`src/rtl/riscv_multicycle_control.sv`:
```
// Multi-cycle sequencer for the RISC-V integer datapath: fetch over a req/valid
// handshake, decode, then one EXECUTE cycle of datapath strobes per instruction.
module riscv_multicycle_control #(
    parameter int IMEM_TIMEOUT = 255
) (
    input  logic        clk,
    input  logic        reset,
    output logic        imemReq,
    input  logic        imemValid,
    input  logic [31:0] imemRdata,
    input  logic        isZero,
    output logic [31:0] instr,
    output logic        regWrite,
    output logic [3:0]  aluControl,
    output logic        isALUreg,
    output logic        isShamt,
    output logic        pcWrite,
    output logic        pcSrcBranch,
    output logic        retired,
    output logic [31:0] instret,
    output logic [1:0]  fault
);

    typedef enum logic [1:0] {FETCH, DECODE, EXECUTE, TRAP} state_t;

    localparam logic [3:0] ALU_ADD  = 4'b0000;
    localparam logic [3:0] ALU_SUB  = 4'b0001;
    localparam logic [3:0] ALU_SLL  = 4'b0010;
    localparam logic [3:0] ALU_SLT  = 4'b0011;
    localparam logic [3:0] ALU_SLTU = 4'b0100;
    localparam logic [3:0] ALU_XOR  = 4'b0101;
    localparam logic [3:0] ALU_SRL  = 4'b0110;
    localparam logic [3:0] ALU_SRA  = 4'b0111;
    localparam logic [3:0] ALU_OR   = 4'b1000;
    localparam logic [3:0] ALU_AND  = 4'b1001;

    localparam logic [6:0] OPC_OP     = 7'b0110011;
    localparam logic [6:0] OPC_OP_IMM = 7'b0010011;
    localparam logic [6:0] OPC_BRANCH = 7'b1100011;

    // The fetch faults in the cycle whose wait would bring the count to IMEM_TIMEOUT.
    localparam logic [15:0] WAIT_LIMIT = 16'(IMEM_TIMEOUT - 1);

    state_t      state, state_next;
    logic [15:0] wait_count;

    logic [6:0] opcode;
    logic [2:0] funct3;
    logic [6:0] funct7;
    logic       rd_nonzero;

    logic       dec_legal;
    logic [3:0] dec_alu;
    logic       dec_alureg;
    logic       dec_shamt;
    logic       dec_regwrite;
    logic       dec_branch;
    logic       dec_bne;

    logic [3:0] ctl_alu;
    logic       ctl_alureg;
    logic       ctl_shamt;
    logic       ctl_regwrite;
    logic       ctl_branch;
    logic       ctl_bne;

    assign opcode     = instr[6:0];
    assign funct3     = instr[14:12];
    assign funct7     = instr[31:25];
    assign rd_nonzero = (instr[11:7] != 5'd0);

    always_comb begin
        dec_legal    = 1'b0;
        dec_alu      = ALU_ADD;
        dec_alureg   = 1'b0;
        dec_shamt    = 1'b0;
        dec_regwrite = 1'b0;
        dec_branch   = 1'b0;
        dec_bne      = 1'b0;
        case (opcode)
            OPC_OP: begin
                dec_legal    = (funct7 == 7'b0000000) ||
                               (funct7 == 7'b0100000 && (funct3 == 3'b000 || funct3 == 3'b101));
                dec_alureg   = 1'b1;
                dec_regwrite = rd_nonzero;
                case (funct3)
                    3'b000:  dec_alu = funct7[5] ? ALU_SUB : ALU_ADD;
                    3'b001:  dec_alu = ALU_SLL;
                    3'b010:  dec_alu = ALU_SLT;
                    3'b011:  dec_alu = ALU_SLTU;
                    3'b100:  dec_alu = ALU_XOR;
                    3'b101:  dec_alu = funct7[5] ? ALU_SRA : ALU_SRL;
                    3'b110:  dec_alu = ALU_OR;
                    default: dec_alu = ALU_AND;
                endcase
                dec_shamt = (funct3 == 3'b001) || (funct3 == 3'b101);
            end
            // For OP-IMM the upper bits are immediate except on the shift forms.
            OPC_OP_IMM: begin
                dec_legal    = 1'b1;
                dec_regwrite = rd_nonzero;
                case (funct3)
                    3'b000: dec_alu = ALU_ADD;
                    3'b001: begin
                        dec_alu   = ALU_SLL;
                        dec_legal = (funct7 == 7'b0000000);
                    end
                    3'b010: dec_alu = ALU_SLT;
                    3'b011: dec_alu = ALU_SLTU;
                    3'b100: dec_alu = ALU_XOR;
                    3'b101: begin
                        dec_alu   = funct7[5] ? ALU_SRA : ALU_SRL;
                        dec_legal = (funct7 == 7'b0000000) || (funct7 == 7'b0100000);
                    end
                    3'b110:  dec_alu = ALU_OR;
                    default: dec_alu = ALU_AND;
                endcase
                dec_shamt = (funct3 == 3'b001) || (funct3 == 3'b101);
            end
            OPC_BRANCH: begin
                dec_legal  = (funct3 == 3'b000) || (funct3 == 3'b001);
                dec_alu    = ALU_SUB;
                dec_alureg = 1'b1;
                dec_branch = 1'b1;
                dec_bne    = funct3[0];
            end
            default: dec_legal = 1'b0;
        endcase
    end

    always_ff @(posedge clk) begin
        if (!reset) begin
            state <= FETCH;
        end else begin
            state <= state_next;
        end
    end

    always_ff @(posedge clk) begin
        if (!reset) begin
            instr        <= 32'd0;
            wait_count   <= 16'd0;
            fault        <= 2'b00;
            instret      <= 32'd0;
            ctl_alu      <= ALU_ADD;
            ctl_alureg   <= 1'b0;
            ctl_shamt    <= 1'b0;
            ctl_regwrite <= 1'b0;
            ctl_branch   <= 1'b0;
            ctl_bne      <= 1'b0;
        end else begin
            case (state)
                FETCH: begin
                    if (imemValid) begin
                        instr      <= imemRdata;
                        wait_count <= 16'd0;
                    end else if (wait_count == WAIT_LIMIT) begin
                        fault      <= 2'b10;
                        wait_count <= 16'd0;
                    end else begin
                        wait_count <= wait_count + 16'd1;
                    end
                end
                DECODE: begin
                    ctl_alu      <= dec_alu;
                    ctl_alureg   <= dec_alureg;
                    ctl_shamt    <= dec_shamt;
                    ctl_regwrite <= dec_regwrite;
                    ctl_branch   <= dec_branch;
                    ctl_bne      <= dec_bne;
                    if (!dec_legal) begin
                        fault <= 2'b01;
                    end
                end
                EXECUTE: instret <= instret + 32'd1;
                default: ;
            endcase
        end
    end

    // Outputs stay quiet during the reset cycle regardless of the held state.
    always_comb begin
        state_next  = state;
        imemReq     = 1'b0;
        regWrite    = 1'b0;
        aluControl  = 4'b0000;
        isALUreg    = 1'b0;
        isShamt     = 1'b0;
        pcWrite     = 1'b0;
        pcSrcBranch = 1'b0;
        retired     = 1'b0;
        if (reset) begin
            case (state)
                FETCH: begin
                    imemReq = 1'b1;
                    if (imemValid) begin
                        state_next = DECODE;
                    end else if (wait_count == WAIT_LIMIT) begin
                        state_next = TRAP;
                    end
                end
                DECODE: state_next = dec_legal ? EXECUTE : TRAP;
                EXECUTE: begin
                    regWrite    = ctl_regwrite;
                    aluControl  = ctl_alu;
                    isALUreg    = ctl_alureg;
                    isShamt     = ctl_shamt;
                    pcWrite     = 1'b1;
                    pcSrcBranch = ctl_branch & (ctl_bne ? ~isZero : isZero);
                    retired     = 1'b1;
                    state_next  = FETCH;
                end
                default: state_next = TRAP;
            endcase
        end
    end

endmodule

```
`config.mk`:
```
export PLATFORM = sky130hd
export DESIGN_NAME = riscv_multicycle_control
export DESIGN_NICKNAME = d
export VERILOG_FILES = /design/src/rtl/riscv_multicycle_control.sv
export SDC_FILE = /design/constraint.sdc
export NUM_CORES = 1
export LEC_CHECK = 0
export ABC_AREA = 1
export BUFFER_PORTS_ARGS = -buffer_cell sky130_fd_sc_hd__buf_2
export CAP_MARGIN = 5
export CORE_ASPECT_RATIO = 1.2
export CORE_MARGIN = 2
export CORE_UTILIZATION = 40
export DETAILED_ROUTE_END_ITERATION = 10
export HOLD_SLACK_MARGIN = 0.03
export PLACE_DENSITY = 0.64
export SYNTH_ARGS = -nofsm -noshare
export SYNTH_HDL_FRONTEND = slang
export SYNTH_SLANG_ARGS = --single-unit
```
`constraint.sdc`:
```
create_clock -name clk -period 1.7 [get_ports clk]
set_input_delay 0.17 -clock clk [delete_from_list [all_inputs] [get_ports clk]]
set_output_delay 0.17 -clock clk [all_outputs]
set_load 0.02 [all_outputs]
```
==> impl_metrics.env <==
export IMPL_seqPwrFrac=0.469
export IMPL_yosysTopAreaCellShare=0.406
export IMPL_cts_sinks=93
export IMPL_die_w_um=102
export IMPL_die_area_sq_mm=0.0123
export IMPL_switching_power_mw=1.36
export IMPL_clk_latency_ns=0.34
export IMPL_antenna_found_initial=0
export IMPL_final_cell_mix="nand2_1 (161), buf_2 (111), nor2_1 (109)"
export IMPL_avgViaCountPerCell=4.95
export IMPL_synth_area_top_cells="dfxtp_1 (41%), nand2_1 (13%), nor2_1 (9.7%), a21oi_1 (6.8%), o21ai_0 (6.2%)"
export IMPL_setup_violations=0
export IMPL_drc=0
export IMPL_syn_instance_count=685
export IMPL_path_max_fanout=3
export IMPL_layout_commonest_cell="nand2_1"
export IMPL_slew_viol_final=0
export IMPL_period_needed_ns=1.63
export IMPL_cp_end_kind="output port"
export IMPL_grt_max_degree=58
export IMPL_syn_area_sq_mm=0.00458
export IMPL_cts_root_buf="clkbuf_16"
export IMPL_period_share=0.957
export IMPL_vdd_drop_max_uv=564
export IMPL_hp_class="primary input to flip-flop"
export IMPL_ant_nets=0
export IMPL_cts_buffer_depth=2
export IMPL_floorplan_initialDensity=0.413
export IMPL_cap_violations=0
export IMPL_holdBufCountCts=0
export IMPL_dpl_cell_area_sq_mm=0.00552
export IMPL_ios=113
export IMPL_yosysSeqAreaShare=0.406
export IMPL_cts_tree="yes"
export IMPL_swShare=0.273
export IMPL_die_y_um=121
export IMPL_synth_area_per_cell_sq_um=6.69
export IMPL_nets=863
export IMPL_syn_nets=724
export IMPL_hold_violations=0
export IMPL_cp_arrival_ns=1.46
export IMPL_outcome="complete, no violations"
export IMPL_coreArea_sq_mm=0.0111
export IMPL_rsz0062_at_grt="true"
export IMPL_yosys_register_bits=93
export IMPL_gr_total_overflow=0
export IMPL_grt_pass1_wl_mm=20.5
export IMPL_portBuffers=112
export IMPL_utilization=0.541
export IMPL_drt_iter0_drc=179
export IMPL_area_growth_pct=30.8
export IMPL_wl_mm=12.7
export IMPL_max_freq_mhz=615
export IMPL_cts_buffers=9
export IMPL_clkTransAtPathRegs_ns=0.07
export IMPL_ys_types=37
export IMPL_rows=42
export IMPL_internal_power_mw=3.62
export IMPL_grtUsageTotal=0.206
export IMPL_final_area_sq_mm=0.00600
export IMPL_synth_top_area_cell="dfxtp_1"
export IMPL_slew_headroom=0.515
export IMPL_first_pass_iters=4
export IMPL_finClkSkew_ns=0.00819
export IMPL_gp_congestion=0.894
export IMPL_grt_pass1_vias=4557
export IMPL_startpoint_type="flip-flop"
export IMPL_power_density_mw_per_mm2=830
export IMPL_worst_slew_pin_slew_ns=0.726
export IMPL_p_clk_frac=0.406
export IMPL_fill_cells=1119
export IMPL_combPwrFrac=0.124
export IMPL_path_class="flip-flop to output port"
export IMPL_drive_above_1_share=0.263
export IMPL_worstPathRequired_ns=1.53
export IMPL_yosysWarningCount=0
export IMPL_dp_hpwl_mm=9.30
export IMPL_htreeDepth=3
export IMPL_p_leak_nw=2.52
export IMPL_num_vias=4867
export IMPL_wl_per_cell_um=13.0
export IMPL_antenna_cells=0
## flip-flops by register name (all words and copies together), names as in the netlist
register      count
ctl_bne           1
fault             2
instr            32
wait_count       16
ctl_regwrite      1
ctl_branch        1
state             2
instret          32
ctl_alu           4
ctl_alureg        1
ctl_shamt         1
## worst max-delay path: stages, from the launching register on
cell      delay [ns]
dfxtp_4         0.37
inv_2           0.08
nand2_2         0.08
buf_6           0.13
nor2_4          0.09
inv_2           0.05
a211oi_2        0.14
buf_4           0.18
## layout make-up
cell class	count	area (sq um)	area share
Timing Repair inverter	1	7.51	0.00125
Timing Repair Buffer	149	861	0.144
Tap cell	154	193	0.0321
Inverter	62	236	0.0394
Sequential cell	93	1870	0.313
Clock buffer	9	225	0.0376
Multi-Input combinational cell	508	2530	0.421
Clock inverter	7	73.8	0.0123
## power groups by stage
stage | Clock (mW) | Sequential (mW) | Combinational, mW
after floorplan | 0 | 2.47 | 0.295
after global placement | 0 | 2.38 | 0.592
after detailed placement | 0 | 2.38 | 0.604
after CTS | 2.08 | 2.33 | 0.608
after global routing | 2.16 | 2.35 | 0.695
final | 2.02 | 2.34 | 0.620
## logic make-up (layout without fill, tap and decap cells)
kind of cell | after synthesis | count (layout) | synth area share
simple gates | 370 | 370 | 0.356
compound gates | 126 | 126 | 0.141
flops | 93 | 93 | 0.406
buf+inv | 84 | 228 | 0.0707
xor+xnor | 9 | 9 | 0.0172
fa+ha+maj | 3 | 3 | 0.00819
## final timing paths
check / from / to / slack [ns] / cells after the start
hold / removal: imemRdata[20] / instr[20] / 0.08 / 3
setup / recovery: state[0] / pcSrcBranch / 0.07 / 7
setup reg to reg: wait_count[0] / wait_count[1] / 0.12 / 9
hold reg to reg: wait_count[14] / wait_count[14] / 0.46 / 2
## cells in the mapped netlist (all sizes together)
cell and n:
o31ai 3, nand2 166, nor2 124, xor2 6
or2 1, xnor2 3, inv 60, ha 3
o21ai 57, a22o 1, nor4 4, and3 1
dfxtp 93, a211oi 1, a21oi 62, nor3b 2
nand4 8, nor3 24, clkbuf 17, o21a 1
a31oi 1, buf 5, nand3b 7, clkinv 2
nand3 33
## repair_timing
item	CTS	global route
resized for setup	7	39
endpoints found under the setup margin	7	27
pin swaps	0	1
setup buffers	0	3
cloned	0	1
## per-layer routing
| metal | share of wire | wire (um) | track usage | vias to the layer above |
|---|---|---|---|---|
| met5 | 0 | 0 | 0 | - |
| met2 | 0.48 | 6150 | 0.347 | 133 |
| met3 | 0.067 | 848 | 0.0547 | 18 |
| li1 | - | - | - | 2510 |
| met4 | 0.020 | 252 | 0.0667 | 0 |
| met1 | 0.43 | 5490 | 0.253 | 2206 |
## through the flow
step,power (mW),worst slack [ns],hold slack (ns),setup TNS [ns],std cells
floorplan,2.76,0.0529,0.337,0,685
global placement,2.97,0.0385,0.419,0,963
detailed placement,2.98,0.00800,0.427,0,963
CTS,5.02,0.00329,0.0726,0,979
global route,5.21,-0.0342,0.0829,-0.0968,983
finish,4.98,0.0727,0.0783,0,983
Note: power is estimated with default switching activity, not from simulation.
